===== config.mk =====
export PLATFORM = sky130hd
export DESIGN_NAME = tile_row_packer
export DESIGN_NICKNAME = d
export VERILOG_FILES = /design/src/rtl/tile_pkg.sv /design/src/rtl/tile_pack_fifo.sv /design/src/rtl/tile_row_packer.sv
export SDC_FILE = /design/constraint.sdc
export NUM_CORES = 1
export LEC_CHECK = 0
export ABC_AREA = 1
export ABC_CLOCK_PERIOD_IN_PS = 12800
export CAP_MARGIN = 20
export CORE_MARGIN = 2
export CORE_UTILIZATION = 51
export DETAILED_ROUTE_END_ITERATION = 7
export HOLD_SLACK_MARGIN = 0.06
export PLACE_DENSITY = 0.81
export SYNTH_ARGS = -nofsm -noshare
export SYNTH_HDL_FRONTEND = slang
export SYNTH_SLANG_ARGS = --single-unit

===== constraint.sdc =====
create_clock -name clk -period 12.8 [get_ports clk]
set_clock_uncertainty 0.2 [all_clocks]
set_input_delay 1.92 -clock clk [delete_from_list [all_inputs] [get_ports clk]]
set_output_delay 1.92 -clock clk [all_outputs]
set_load 0.02 [all_outputs]

===== src/rtl/tile_pkg.sv =====
// Shared types and helpers for the tile row packer.
// Byte-granular word math and the packer state encoding.
package tile_pkg;

    localparam int BYTES_PER_WORD = 8;

    typedef enum logic [1:0] {
        IDLE,
        LOAD,
        ROW,
        DONE
    } packer_state_t;

    // Number of 8-byte words needed to hold len bytes (len <= 66).
    function automatic logic [3:0] ceil_words(input logic [6:0] len);
        logic [6:0] t;
        t = len + 7'd7;
        return t[6:3];
    endfunction

    // Bytes kept in the final word of a row of tot bytes.
    function automatic logic [7:0] tail_mask(input logic [6:0] tot);
        logic [7:0] m;
        if (tot[2:0] == 3'd0) begin
            m = 8'hFF;
        end else begin
            m = (8'h01 << tot[2:0]) - 8'h01;
        end
        return m;
    endfunction

endpackage


===== src/rtl/tile_pack_fifo.sv =====
// Small synchronous word FIFO between the mover and the packer.
// Extra pointer bit distinguishes full from empty.
module tile_pack_fifo #(
    parameter int WIDTH = 64,
    parameter int DEPTH = 4
) (
    input  logic             clk,
    input  logic             clr_i,
    input  logic             push_i,
    input  logic [WIDTH-1:0] data_i,
    input  logic             pop_i,
    output logic [WIDTH-1:0] data_o,
    output logic             full_o,
    output logic             empty_o
);

    localparam int AW = $clog2(DEPTH);

    logic [WIDTH-1:0] mem_q [DEPTH];
    logic [AW:0]      wr_ptr_q;
    logic [AW:0]      rd_ptr_q;

    assign empty_o = (wr_ptr_q == rd_ptr_q);
    assign full_o  = (wr_ptr_q[AW] != rd_ptr_q[AW]) &&
                     (wr_ptr_q[AW-1:0] == rd_ptr_q[AW-1:0]);
    assign data_o  = mem_q[rd_ptr_q[AW-1:0]];

    // Pointer update and storage write; clear only rewinds the pointers.
    always_ff @(posedge clk) begin
        if (clr_i) begin
            wr_ptr_q <= '0;
            rd_ptr_q <= '0;
        end else begin
            if (push_i && !full_o) begin
                mem_q[wr_ptr_q[AW-1:0]] <= data_i;
                wr_ptr_q <= wr_ptr_q + 1'b1;
            end
            if (pop_i && !empty_o) begin
                rd_ptr_q <= rd_ptr_q + 1'b1;
            end
        end
    end

endmodule


===== src/rtl/tile_row_packer.sv =====
// Packs mover row words into scratchpad rows with left pad and tail mask.
// Optional write counter port enabled by TILE_ROW_PACKER_STATS_EN.
module tile_row_packer
    import tile_pkg::*;
#(
    parameter int DATA_WIDTH = 64,
    parameter int ADDR_WIDTH = 8,
    parameter int FIFO_DEPTH = 4
) (
    input  logic                  clk,
    input  logic                  rst,
    input  logic                  clr,
    input  logic                  start,
    input  logic [5:0]            row_len,
    input  logic [1:0]            pad_first_col,
    input  logic                  pad_all,
    input  logic [9:0]            chan_num,
    input  logic [ADDR_WIDTH-1:0] base_addr_wr,
    input  logic [ADDR_WIDTH-1:0] stride_chan,
    input  logic                  data_valid,
    input  logic [DATA_WIDTH-1:0] in_data,
    output logic                  data_consumed,
    output logic                  sp_wr_en,
    output logic [ADDR_WIDTH-1:0] sp_wr_addr,
    output logic [DATA_WIDTH-1:0] sp_wr_data,
    input  logic                  sp_wr_ready,
    output logic                  done
`ifdef TILE_ROW_PACKER_STATS_EN
    ,
    output logic [15:0]           stat_words_written
`endif
);

    packer_state_t         state_q;
    logic [5:0]            row_len_q;
    logic [1:0]            pad_q;
    logic                  pad_all_q;
    logic [9:0]            chan_num_q;
    logic [ADDR_WIDTH-1:0] base_q;
    logic [ADDR_WIDTH-1:0] stride_q;
    logic [3:0]            n_in_q;
    logic [3:0]            n_out_q;
    logic [7:0]            mask_q;
    logic [13:0]           need_q;
    logic [13:0]           acc_q;
    logic [3:0]            k_q;
    logic [9:0]            chan_q;
    logic [ADDR_WIDTH-1:0] off_q;
    logic [DATA_WIDTH-1:0] carry_q;
    logic                  dc_q;
    logic                  wr_en_q;
    logic [ADDR_WIDTH-1:0] wr_addr_q;
    logic [DATA_WIDTH-1:0] wr_data_q;
    logic                  done_q;

    logic                  sclr;
    logic                  fifo_full;
    logic                  fifo_empty;
    logic [DATA_WIDTH-1:0] fifo_head;
    logic                  accept;
    logic                  in_row;
    logic                  out_free;
    logic                  k_lt_out;
    logic                  from_fifo;
    logic                  emit;
    logic                  pop;
    logic                  last_k;
    logic                  row_end;
    logic                  last_row;
    logic [4:0]            sh;
    logic [DATA_WIDTH-1:0] shifted;
    logic [DATA_WIDTH-1:0] carry_nx;
    logic [DATA_WIDTH-1:0] word_d;
    logic [ADDR_WIDTH-1:0] addr_d;
    logic [6:0]            tot_c;
    logic [3:0]            n_in_c;

    assign sclr      = rst | clr;
    assign in_row    = (state_q == ROW);
    assign accept    = in_row & data_valid & ~fifo_full & ~dc_q &
                       (acc_q < need_q);
    assign out_free  = ~wr_en_q | sp_wr_ready;
    assign k_lt_out  = (k_q < n_out_q);
    assign from_fifo = ~pad_all_q & (k_q < n_in_q);
    assign emit      = in_row & out_free & k_lt_out &
                       (~from_fifo | ~fifo_empty);
    assign pop       = emit & from_fifo;
    assign last_k    = ((k_q + 4'd1) == n_out_q);
    assign row_end   = in_row & (~k_lt_out | (emit & last_k));
    assign last_row  = ((chan_q + 10'd1) == chan_num_q);

    assign sh        = {pad_q, 3'b000};
    assign shifted   = (fifo_head << sh) | carry_q;
    assign carry_nx  = (pad_q == 2'd0) ? '0 :
                       (fifo_head >> (7'(DATA_WIDTH) - {2'b00, sh}));
    assign addr_d    = base_q + off_q + ADDR_WIDTH'(k_q);

    assign tot_c     = {1'b0, row_len_q} + {5'b00000, pad_q};
    assign n_in_c    = pad_all_q ? 4'd0 : ceil_words({1'b0, row_len_q});

    tile_pack_fifo #(
        .WIDTH (DATA_WIDTH),
        .DEPTH (FIFO_DEPTH)
    ) u_fifo (
        .clk     (clk),
        .clr_i   (sclr),
        .push_i  (accept),
        .data_i  (in_data),
        .pop_i   (pop),
        .data_o  (fifo_head),
        .full_o  (fifo_full),
        .empty_o (fifo_empty)
    );

    // Select the source of the next output word and zero its tail bytes.
    always_comb begin
        word_d = pad_all_q ? '0 : (from_fifo ? shifted : carry_q);
        if (last_k) begin
            for (int b = 0; b < BYTES_PER_WORD; b++) begin
                if (!mask_q[b]) begin
                    word_d[8*b +: 8] = 8'h00;
                end
            end
        end
    end

    // Control FSM, input accounting and registered write port.
    always_ff @(posedge clk) begin
        if (sclr) begin
            state_q    <= IDLE;
            row_len_q  <= '0;
            pad_q      <= '0;
            pad_all_q  <= 1'b0;
            chan_num_q <= '0;
            base_q     <= '0;
            stride_q   <= '0;
            n_in_q     <= '0;
            n_out_q    <= '0;
            mask_q     <= '0;
            need_q     <= '0;
            acc_q      <= '0;
            k_q        <= '0;
            chan_q     <= '0;
            off_q      <= '0;
            carry_q    <= '0;
            dc_q       <= 1'b0;
            wr_en_q    <= 1'b0;
            wr_addr_q  <= '0;
            wr_data_q  <= '0;
            done_q     <= 1'b0;
        end else begin
            dc_q   <= accept;
            done_q <= 1'b0;
            if (accept) begin
                acc_q <= acc_q + 14'd1;
            end
            if (emit) begin
                wr_en_q   <= 1'b1;
                wr_addr_q <= addr_d;
                wr_data_q <= word_d;
                k_q       <= k_q + 4'd1;
                if (pop) begin
                    carry_q <= carry_nx;
                end
            end else if (sp_wr_ready) begin
                wr_en_q <= 1'b0;
            end
            unique case (state_q)
                IDLE: begin
                    if (start) begin
                        row_len_q  <= row_len;
                        pad_q      <= pad_first_col;
                        pad_all_q  <= pad_all;
                        chan_num_q <= chan_num;
                        base_q     <= base_addr_wr;
                        stride_q   <= stride_chan;
                        state_q    <= LOAD;
                    end
                end
                LOAD: begin
                    n_in_q  <= n_in_c;
                    n_out_q <= ceil_words(tot_c);
                    mask_q  <= tail_mask(tot_c);
                    need_q  <= 14'(n_in_c) * 14'(chan_num_q);
                    acc_q   <= '0;
                    k_q     <= '0;
                    chan_q  <= '0;
                    off_q   <= '0;
                    carry_q <= '0;
                    state_q <= (chan_num_q == 10'd0) ? DONE : ROW;
                end
                ROW: begin
                    if (row_end) begin
                        k_q     <= '0;
                        carry_q <= '0;
                        chan_q  <= chan_q + 10'd1;
                        off_q   <= off_q + stride_q;
                        if (last_row) begin
                            state_q <= DONE;
                        end
                    end
                end
                DONE: begin
                    if (out_free) begin
                        done_q  <= 1'b1;
                        state_q <= IDLE;
                    end
                end
                default: state_q <= IDLE;
            endcase
        end
    end

    assign data_consumed = dc_q;
    assign sp_wr_en      = wr_en_q;
    assign sp_wr_addr    = wr_addr_q;
    assign sp_wr_data    = wr_data_q;
    assign done          = done_q;

`ifdef TILE_ROW_PACKER_STATS_EN
    logic [15:0] stat_q;

    // Saturating count of writes the scratchpad has taken.
    always_ff @(posedge clk) begin
        if (sclr || start) begin
            stat_q <= '0;
        end else if (wr_en_q && sp_wr_ready && (stat_q != 16'hFFFF)) begin
            stat_q <= stat_q + 16'd1;
        end
    end

    assign stat_words_written = stat_q;
`endif

endmodule


# == Word-level counts from Yosys, hierarchy flattened ==
# Memory sizes are Yosys's and may differ from the RTL's. A register that Yosys moved wholly into a read port is not among the register bits.
# Index checks and enable logic that the tools add are counted.
# totals
reg_bits,248
mem_bits_rw,256
input_bits,105
wordCells,135
memories,1
# mem_list
name,depth,word_bits,rd,rd_ports_with_merged_regs,wr,line,text
u_fifo.mem_q,4,64,1,1,1,tile_pack_fifo.sv:19,logic [WIDTH-1:0] mem_q [DEPTH];
# op_classes
add_sub_neg,13
n_mul,1
order_cmp,3
eq_ne,12
n_shift,3
n_mux,39
bitwise,24
reduce_logical,16
# op_table
cell,count
two-way mux 64 bit,7
one-hot mux 64 bit (2 select lines),1
two-way mux 8 bit,10
bitwise OR 64 bit,1
<< shifter 64 x 5 -> 64 bit,1
>> shifter 64 x 7 -> 64 bit,1
one-hot mux 10 bit (2 select lines),1
adder 8 bit,2
one-hot mux 8 bit (2 select lines),1
adder 14 x 1 -> 14 bit (second input constant),1
< comparator 14 bit,1
multiplier 4 x 10 -> 14 bit,1
two-way mux 2 bit,6
two-way mux 4 bit,3
bitwise AND 1 bit,11
adder 10 x 1 -> 10 bit (second input constant),1
equality test 10 bit,1
zero test 10 bit,1
two-way mux 10 bit,1
adder 8 x 4 -> 8 bit,1
< comparator 4 bit,2
inverter 1 bit,8
one-hot mux 2 bit (4 select lines),1
one-hot mux 4 bit (2 select lines),1
26 further kinds,46

# == Depth between registers and ports, before layout ==
# Gate-level depths: netlist of the first run.
# logic_depth
word_depth,10
mapped_depth,20
ltp_nobuf,20

# == Hierarchy ==
# Synthesis of the first run repeated with hierarchy kept, for this count alone.
# hier_totals
cells_unflattened,2616
hier_area_um2,23681.5
# by_module_without_submodules
module,instances,cells_per_inst,area_each_um2,seq_area_each_um2
tile_row_packer,1,1922,13704.4,4844.6
tile_pack_fifo,1,694,9977.1,7847.5

# == Worst setup path before layout of the first run ==
# No wires, ideal clock.
# synth_timing
path_kind,input to register
startpoint,input data_valid
endpoint,"memory u_fifo.mem_q[0][0], enable pin"
setup_ns,0.486
t_arrival_ns,5.424
required_time_ns,12.114
setup_slack_ns,6.689
cell_stages,8
path_buffers,0
path_cell_list,nand3_1 a21oi_1 nand3_1 nor3_1 nand2_1 clkinv_1 nand2_1 nor2_1
# synth_via
elab_chain_cells,8
# synth_rtl
item,line,text
from (decl),tile_row_packer.sv:20,"input logic data_valid,"
bitwise AND 1 bit (4 in series),tile_row_packer.sv:80,assign accept = in_row & data_valid & ~fifo_full & ~dc_q &
logical AND 1 bit,tile_pack_fifo.sv:34,if (push_i && !full_o) begin
two-way mux 1 bit,tile_pack_fifo.sv:34,
two-way mux 1 bit,tile_pack_fifo.sv:30,if (clr_i) begin
two-way mux 1 bit (implied by the code),tile_pack_fifo.sv:35,mem_q[wr_ptr_q[AW-1:0]] <= data_i;
to (decl),tile_pack_fifo.sv:19,
# No other way between the ends.

# == Final worst setup path of the first run ==
# layout_timing
startpoint,input data_valid
endpoint,"memory u_fifo.mem_q[0][5], enable pin"
# Same word-level chain as after synthesis.

==> results_dict.tcl, run 1 <==
set metrics [dict create \
    ys.flop_type "edfxtp_1" \
    drive_gt1_share_pct 5.01 \
    drc 0 \
    diodes 0 \
    synthTopCellsByArea "edfxtp_1, dfxtp_1, nand2_1" \
    finalHoldViolCount 0 \
    crit_path_end_kind "flop" \
    r2r_end "need_q[11]" \
    hp-start "carry_q[34]" \
    dp.final_hpwl_um 45600 \
    final.setup.tns_ns 0 \
    insertion_delay_ns 0.63 \
    yosys_warnings 0 \
    wl_per_cell_um 19.0 \
    max_freq_ghz 0.196 \
    viasPerCell 5.64 \
    grt_pass1_wl_um 102000 \
    root_buffer "clkbuf_16" \
    fp-row-count 78 \
    start_kind "input pin" \
    r2r_cells 20 \
    grt_pass1_vias 18700 \
    cts.path.max_buffers 3 \
    r2r_setup_slack_ns 8.14 \
    combinationalPowerShare_pct 5.5 \
    power_leakage_nw 10.3 \
    synth_seq_cells 506 \
    p_clk_share_pct 44.8 \
    cp.arrival_ns 5.12 \
    whs_path_depth 2 \
    tightest_slew_ns 1.04 \
    path_max_fanout 61 \
    path_clk_slew_ns 0.06 \
    synth.top_cell.area_share_pct 32.7 \
    crit-reg2reg-launch "row_len_q[1]" \
    layout_min_cycle_time_ns 5.11 \
    cts_setup_buffers 0 \
    boundaryPins 180 \
    crit_required_ns 12.81 \
    io_buffers 179 \
    hold_class "reg -> reg" \
    cts_buffers 52 \
    synth_area_um2 23500 \
    cts_tree "built" \
    first_pass_iters 6 \
    min_to "carry_q[34]" \
    p_seq_share_pct 49.7 \
    synth_edf_count 256 \
    p_int_mw 2.66 \
    nNetsFinal 3027 \
    die_height_um 219 \
    ant_nets 0 \
    worstSetupPathType "in -> reg" \
    syn_area_per_cell_um2 8.68 \
    grt-ovfl-total 0 \
    powerDensity_nw_per_um2 126 \
    ctsResizeCount 0 \
    vias 19600 \
    drv_slew 0 \
    setup_viol 0 \
    ir_drop_mv 0.131 \
    drt-total-wl_um 66200 \
    globalplace.congestion 0.954 \
    cts_max_level 2 \
    relSlewSlack_pct 30.3 \
    area_growth_syn_to_layout_pct 16.9 \
    start_util_pct 51.8 \
    grt_max_degree 96 \
    yosysSeqAreaShare_pct 54.0 \
    syn-num-nets 2905 \
    fp.coreArea_um2 45400 \
    cts_hold_buffers 0 \
    synth_cells 2707 \
    switching_share_pct 22.8 \
    synthDistinctLibCells 49 \
    fin_crit_sh_pct 39.9 \
    cts.sink_count 506 \
    final_util_pct 60.5 \
    chipWidth_um 219 \
    dieArea_um2 47800 \
    switchingPower_mw 0.786 \
    antenna_found_initial 0 \
    ys_async_sr_fraction_pct 0 \
    first_iter_violations 2336 \
    grt_usage_pct 27.4 \
    cap_viol_max_count 0 \
    synth_top_cell_by_area "edfxtp_1" \
    outcome "finished, final reports clean" \
    rsz0062_at_grt "no" \
]
## logic make-up (layout without fill, tap and decap cells)
group,after synthesis,after routing,synth area share (%)
AND/OR/NAND/NOR,1221,1221,21.5
XOR/XNOR,29,29,1.08
multiplexers,2,2,0.0852
flip-flops,506,506,54.0
buffers and inverters,337,503,5.64
AO/OA/AOI/OAI,519,519,11.9
adder cells (fa/ha/maj),93,93,5.69
## registers in the layout, summed over array words and instances, names as in the netlist, 2 cells and up, named ones only
signal / count
n_out_q: 4
sp_wr_addr: 8
mask_q: 8
u_fifo.mem_q: 256
stride_q: 8
chan_num_q: 10
need_q: 14
carry_q: 64
k_q: 4
chan_q: 10
u_fifo.rd_ptr_q: 3
u_fifo.wr_ptr_q: 3
off_q: 8
acc_q: 14
row_len_q: 6
n_in_q: 4
pad_q: 2
base_q: 8
state_q: 2
sp_wr_data: 64
## per-stage QoR
stage | cells | setup slack, ns | instance area (µm²) | hold slack [ns] | total power, mW
2_1_floorplan | 2707 | 6.69 | 23500 | 0.213 | 1.85
5_1_grt | 3473 | 7.43 | 27500 | 0.257 | 3.55
3_5_place_dp | 3375 | 7.14 | 25700 | 0.223 | 1.94
3_3_place_gp | 3375 | 7.18 | 25700 | 0.220 | 1.93
6_report | 3473 | 7.69 | 27500 | 0.234 | 3.45
4_1_cts | 3473 | 7.75 | 27500 | 0.233 | 3.46
## power groups by stage
stage	Sequential, mW	Clock (mW)	Combinational, mW
3_5_place_dp	1.75	0	0.185
4_1_cts	1.72	1.56	0.186
2_1_floorplan	1.75	0	0.105
3_3_place_gp	1.75	0	0.181
5_1_grt	1.72	1.63	0.206
6_report	1.72	1.54	0.190
## placed cells by master, fill, tap and decap left out, types with 4 or more instances in the layout
master           instances
clkinv_2                 8
xnor2_1                 14
a21oi_2                  5
nor2_4                   5
clkbuf_1                10
o21ai_1                  5
ha_1                    70
inv_2                    6
clkbuf_16               55
o21bai_1                 7
a31o_2                   5
xor2_1                  15
or2_2                    5
buf_4                   19
o22ai_1                 12
o21ai_0                229
o211ai_1                16
nand2_1                703
nor2_1                 217
nor3_1                  41
nand2_2                  5
nand3_1                210
clkinv_1                11
nor3b_1                  6
nand4_1                 15
o21a_1                   5
edfxtp_1               256
inv_1                  194
dfxtp_1                247
clkbuf_8                10
clkdlybuf4s50_1        179
a31oi_1                  4
a21o_1                  13
a22oi_1                  5
fa_1                    23
a21oi_1                205
## per-layer routing
metal / vias to the layer above / routed length [µm] / global-route usage [%]
met5: - / 0 / 0
met2: 881 / 31500 / 45.8
met4: 0 / 3110 / 12.7
li1: 9317 / - / -
met3: 156 / 5530 / 5.04
met1: 9220 / 26000 / 34.5
## cell usage after synthesis, types with 16 or more instances
cell type and number:
o21ai_0 229, nor3_1 41, buf_2 38, clkbuf_1 71, nor2_1 222, a21oi_1 205, edfxtp_1 256, dfxtp_1 250
nand2_1 703, ha_1 70, inv_1 194, buf_1 18, fa_1 23, nand3_1 210, o211ai_1 16
## cell type report
| class | count | area (µm²) |
|---|---|---|
| fill | 3737 | 17900 |
| sequential | 506 | 12700 |
| multi-input combinational | 1864 | 9510 |
| timing repair buffer | 198 | 1930 |
| clock buffer | 76 | 1560 |
| inverter | 207 | 778 |
| tap | 600 | 751 |
| clock inverter | 22 | 229 |
## worst max-delay path by stage
stage | slack, ns | depth (start not counted) | start | to
2_1_floorplan | 6.69 | 8 | data_valid | u_fifo.mem_q[0][0]
3_3_place_gp | 7.18 | 10 | data_valid | u_fifo.mem_q[0][5]
3_5_place_dp | 7.14 | 10 | data_valid | u_fifo.mem_q[0][13]
4_1_cts | 7.75 | 10 | data_valid | u_fifo.mem_q[0][13]
5_1_grt | 7.43 | 10 | data_valid | u_fifo.mem_q[0][13]
6_report | 7.69 | 10 | data_valid | u_fifo.mem_q[0][5]
## worst max-delay path, cell delays in order
cell	delay, ns
clkdlybuf4s50_1	0.48
nand3_1	0.09
a21oi_1	0.12
nand3_1	0.09
nor3_1	0.17
nand2_1	0.34
clkinv_1	0.42
nand2_1	0.37
nor2_4	0.27
buf_4	0.74
Note: power is estimated with default switching activity, not from simulation.
==> inputs of run 2 (changes only) <==
--- a/config.mk
+++ b/config.mk
@@ -6,7 +6,7 @@
 export NUM_CORES = 1
 export LEC_CHECK = 0
 export ABC_AREA = 1
-export ABC_CLOCK_PERIOD_IN_PS = 12800
+export ABC_CLOCK_PERIOD_IN_PS = 5200
 export CAP_MARGIN = 20
 export CORE_MARGIN = 2
 export CORE_UTILIZATION = 51
==> constraint.sdc (replaced) <==
create_clock -name clk -period 5.2 [get_ports clk]
set_clock_uncertainty 0.2 [all_clocks]
set_input_delay 0.78 -clock clk [delete_from_list [all_inputs] [get_ports clk]]
set_output_delay 0.78 -clock clk [all_outputs]
set_load 0.02 [all_outputs]
==> results_dict.tcl, run 2 (synthesis gave the netlist of run 1 again) <==
set metrics [dict create \
    final_area_um2 27700 \
    path_max_fanout 10 \
    crit_path_max_incr_delay_ns 0.45 \
    powerDensity_nw_per_um2 309 \
    cts_max_level 2 \
    boundaryPins 180 \
    relSlewSlack_pct 34.3 \
    hold_class "reg -> reg" \
    start_kind "flop" \
    total_power_mw 8.55 \
    grt-ovfl-total 0 \
    rsz0062_at_grt "no" \
    area_growth_syn_to_layout_pct 17.9 \
    placedInstanceArea_um2 25900 \
    power_leakage_nw 10.4 \
    cts_setup_buffers 0 \
    critPathBufInv 4 \
    ir_drop_mv 0.369 \
    globalplace.congestion 0.996 \
    dp.final_hpwl_um 47600 \
    die_height_um 219 \
    first_iter_violations 2004 \
    cts_hold_buffers 0 \
    crit_path_end_kind "flop" \
    cts.path.max_buffers 3 \
    root_buffer "clkbuf_16" \
    path_clk_slew_ns 0.06 \
    cts.sink_count 506 \
    drive_gt1_share_pct 5.64 \
    layout_min_cycle_time_ns 4.50 \
    cap_viol_max_count 0 \
    cts_tree "built" \
    drc 0 \
    ant_nets 0 \
    crit_required_ns 5.44 \
    fp-row-count 78 \
    start_util_pct 51.8 \
    final.setup.tns_ns 0 \
    worstSetupPathType "reg -> reg" \
    final_common_cell "nand2_1" \
    wl_per_cell_um 19.3 \
    mostFrequentLayoutCells "nand2_1, edfxtp_1, dfxtp_1" \
    chipWidth_um 219 \
    drt-total-wl_um 67500 \
    grt_usage_pct 28.4 \
    setup_viol 0 \
    tightest_slew_ns 0.984 \
    insertion_delay_ns 0.63 \
    cp_slowest_cell "fa_1" \
    first_pass_iters 6 \
    diodes 0 \
    path_delay_family "compound AO/OA/AOI/OAI gates" \
    cts_buffers 52 \
    finalHoldViolCount 0 \
    fin_crit_sh_pct 86.5 \
    vias 19900 \
    viasPerCell 5.71 \
    ctsResizeCount 0 \
    grt_max_degree 69 \
    crit_chain "nor2_1 > a21oi_1 > inv_1 > nor2_1 > nor2_1 > nor3_1 > clkinv_1 > nor2_1 > fa_1 > inv_1 > fa_1 > inv_1 > ha_1 > a21oi_1 > o21ai_0 > a21oi_1 > o21ai_0 > o21ai_0 > o21ai_0" \
    largest_reg_flops 256 \
    nNetsFinal 3043 \
    outcome "finished, final reports clean" \
    antenna_found_initial 0 \
    dieArea_um2 47800 \
    max_freq_ghz 0.222 \
    io_buffers 179 \
    fp.coreArea_um2 45400 \
    cp.arrival_ns 4.74 \
    grt_pass1_wl_um 106000 \
    fillers 3739 \
    drv_slew 0 \
    grt_pass1_vias 19300 \
]
-- run 2: cell types whose count changed in the layout (fill, tap and decap cells not counted), sizes merged --
cell,before,now
bufinv,2,5
clkbuf,76,66
buf,19,35
clkinvlp,2,3
clkinv,23,29
-- run 2: cell type report --
| class | count | area, µm² | share of cell area, % |
|---|---|---|---|
| Tap cell | 600 | 751 | 2.71 |
| Clock buffer | 66 | 1430 | 5.16 |
| Inverter | 207 | 778 | 2.81 |
| Timing Repair Buffer | 214 | 2180 | 7.87 |
| Multi-Input combinational cell | 1864 | 9510 | 34.3 |
| Sequential cell | 506 | 12700 | 45.9 |
| Clock inverter | 32 | 352 | 1.27 |
-- run 2: power by group --
group | internal, mW | switching [mW] | total (mW)
Sequential | 4.21 | 0.0190 | 4.22
Clock | 2.21 | 1.64 | 3.85
Combinational | 0.160 | 0.311 | 0.470
Total | 6.58 | 1.97 | 8.55
-- run 2: worst paths after layout --
check / from / endpoint / slack [ns] / depth (start not counted)
worst max-delay path: row_len_q[1] / need_q[11] / 0.70 / 19
worst min-delay path: carry_q[35] / carry_q[35] / 0.23 / 2
worst max register to register: row_len_q[1] / need_q[11] / 0.70 / 19
worst min register to register: carry_q[35] / carry_q[35] / 0.23 / 2
-- run 2: through the flow --
step	worst slack [ns]	hold slack, ns	utilization (%)	std cells
after global placement	0.833	0.220	57.1	3391
after detailed placement	0.722	0.223	57.1	3391
final	0.702	0.233	61.0	3489
after floorplan	0.229	0.213	-	2707
after CTS	0.701	0.232	61.0	3489
after global routing	0.218	0.261	61.0	3489
-- run 2: layer usage --
| metal | share of wire, % | track usage, % | vias to the layer above |
|---|---|---|---|
| li1 | - | - | 9370 |
| met1 | 39 | 36.3 | 9450 |
| met2 | 47 | 46.9 | 935 |
| met3 | 7.7 | 3.88 | 184 |
| met4 | 5.5 | 15.4 | 0 |
| met5 | 0 | 0 | - |
-- run 2: worst register-to-register path, delay by kind of cell (launching register included) --
kind            cells  cell delay [ns]
fa+ha+maj           3             1.13
compound gates      7             1.34
flops               1             0.41
simple gates        5             0.73
buf+inv             4             0.56
==> inputs of run 3 (changes only) <==
--- a/config.mk
+++ b/config.mk
@@ -9,10 +9,10 @@
 export ABC_CLOCK_PERIOD_IN_PS = 5200
 export CAP_MARGIN = 20
 export CORE_MARGIN = 2
-export CORE_UTILIZATION = 51
+export CORE_UTILIZATION = 27
 export DETAILED_ROUTE_END_ITERATION = 7
 export HOLD_SLACK_MARGIN = 0.06
-export PLACE_DENSITY = 0.81
+export PLACE_DENSITY = 0.53
 export SYNTH_ARGS = -nofsm -noshare
 export SYNTH_HDL_FRONTEND = slang
 export SYNTH_SLANG_ARGS = --single-unit
==> results_dict.tcl, run 3 (synthesis gave the netlist of run 1 again) <==
set metrics [dict create \
    max_freq_ghz 0.229 \
    worst_slack_ns 0.842 \
    antenna_found_initial 3 \
    grt_max_degree 89 \
    chipWidth_um 299 \
    path_clk_slew_ns 0.06 \
    die_height_um 299 \
    powerDensity_nw_per_um2 308 \
    ir_drop_mv 0.255 \
    p_clk_share_pct 46.3 \
    first_pass_iters 6 \
    cts_tree "built" \
    nNetsFinal 3047 \
    p_seq_share_pct 48.2 \
    fp-row-count 108 \
    largest_reg_flops 256 \
    whs_path_depth 2 \
    cts.sink_count 506 \
    crit_path_end_kind "flop" \
    cts_buffers 57 \
    switchingPower_mw 2.02 \
    hold_class "reg -> reg" \
    vias 18900 \
    final.setup.tns_ns 0 \
    viasPerCell 4.66 \
    mostFrequentLayoutCells "nand2_1, edfxtp_1, dfxtp_1" \
    final_area_um2 28500 \
    ant_nets 0 \
    grt_pass1_wl_um 111000 \
    final_common_cell "nand2_1" \
    globalplace.congestion 0.920 \
    area_growth_syn_to_layout_pct 21.3 \
    io_buffers 179 \
    switching_share_pct 23.0 \
    boundaryPins 180 \
    placedInstanceArea_um2 26600 \
    combinationalPowerShare_pct 5.5 \
    worstSetupPathType "reg -> reg" \
    fin_crit_sh_pct 83.8 \
    finalHoldViolCount 0 \
    drc 0 \
    cts_max_level 2 \
    tightest_slew_ns 1.03 \
    dp.final_hpwl_um 52500 \
    drt-total-wl_um 73400 \
    cts_setup_buffers 0 \
    insertion_delay_ns 0.64 \
    r2r_cells 19 \
    cts_hold_buffers 0 \
    wl_per_cell_um 18.1 \
    setup_viol 0 \
    rsz0062_at_grt "no" \
    relSlewSlack_pct 31.5 \
    dieArea_um2 89400 \
    ctsResizeCount 0 \
    root_buffer "clkbuf_16" \
    outcome "finished, final reports clean" \
    path_max_fanout 10 \
    crit_required_ns 5.45 \
    fp.coreArea_um2 86500 \
    cp.arrival_ns 4.61 \
    p_int_mw 6.75 \
    place_ws_ns 0.814 \
    total_power_mw 8.76 \
    first_iter_violations 1569 \
    grt_usage_pct 16.2 \
    grt-ovfl-total 0 \
    power_leakage_nw 10.5 \
    cts.path.max_buffers 3 \
    start_util_pct 27.2 \
    layout_min_cycle_time_ns 4.36 \
    cap_viol_max_count 0 \
    drv_slew 0 \
    drive_gt1_share_pct 5.70 \
    start_kind "flop" \
    grt_pass1_vias 17800 \
]
run 3: cell count changes in the layout (fill, tap and decap cells not counted), moves of 2 or more:
cell       delta
inv_6         -2
clkbuf_16     +6
clkbuf_1      +2
clkinv_2      -2
buf_12        -2
clkbuf_8      +2
clkinv_1      +2
run 3: metal layers:
metal	wire length, µm	vias to the layer above	share of wire [%]	track usage [%]
met2	33300	522	45	25.4
met5	13	-	0.018	0
li1	-	9386	-	-
met4	2230	2	3.0	5.54
met3	4510	89	6.1	3.02
met1	33400	8874	45	22.3
run 3: cell type report:
cell class | instances | area [µm²]
antenna | 1 | 2.50
tap | 1155 | 1450
timing repair buffer | 213 | 2150
clock inverter | 28 | 307
fill | 9070 | 58000
clock buffer | 76 | 1610
multi-input combinational | 1864 | 9510
inverter | 207 | 778
sequential | 506 | 12700
run 3: final timing paths:
path	start	to	slack (ns)
worst max-delay path	row_len_q[1]	need_q[13]	0.84
worst min-delay path	carry_q[32]	carry_q[32]	0.23
worst max register to register	row_len_q[1]	need_q[13]	0.84
worst min register to register	carry_q[32]	carry_q[32]	0.23
run 3: power by group through the flow:
stage / sequential, mW / combinational, mW / clock, mW
detailed placement: 4.31 / 0.476 / 0
CTS: 4.22 / 0.480 / 4.16
global placement: 4.31 / 0.478 / 0
floorplan: 4.31 / 0.257 / 0
finish: 4.22 / 0.481 / 4.06
global route: 4.23 / 0.530 / 4.34
run 3: through the flow:
stage / hold slack (ns) / util [%] / instances
after floorplan: 0.213 / - / 2707
after global placement: 0.219 / 30.7 / 3945
after detailed placement: 0.223 / 30.7 / 3945
after CTS: 0.232 / 32.9 / 4049
after global routing: 0.251 / 32.9 / 4050
final: 0.229 / 32.9 / 4050
run 3: worst max-delay path, cell delays in order (launching register included):
cell and delay [ns]:
dfxtp_1 0.40, nor2_1 0.09, a21oi_1 0.19, inv_1 0.10
nor2_1 0.12, nor2_1 0.05, nor3_1 0.20, clkinv_1 0.32
nor2_1 0.22, fa_1 0.43, inv_1 0.08, fa_1 0.40
inv_1 0.07, ha_1 0.27, a21oi_1 0.20, o21ai_0 0.18
a21oi_1 0.29, o21ai_0 0.15, o21ai_0 0.17, o22ai_1 0.08
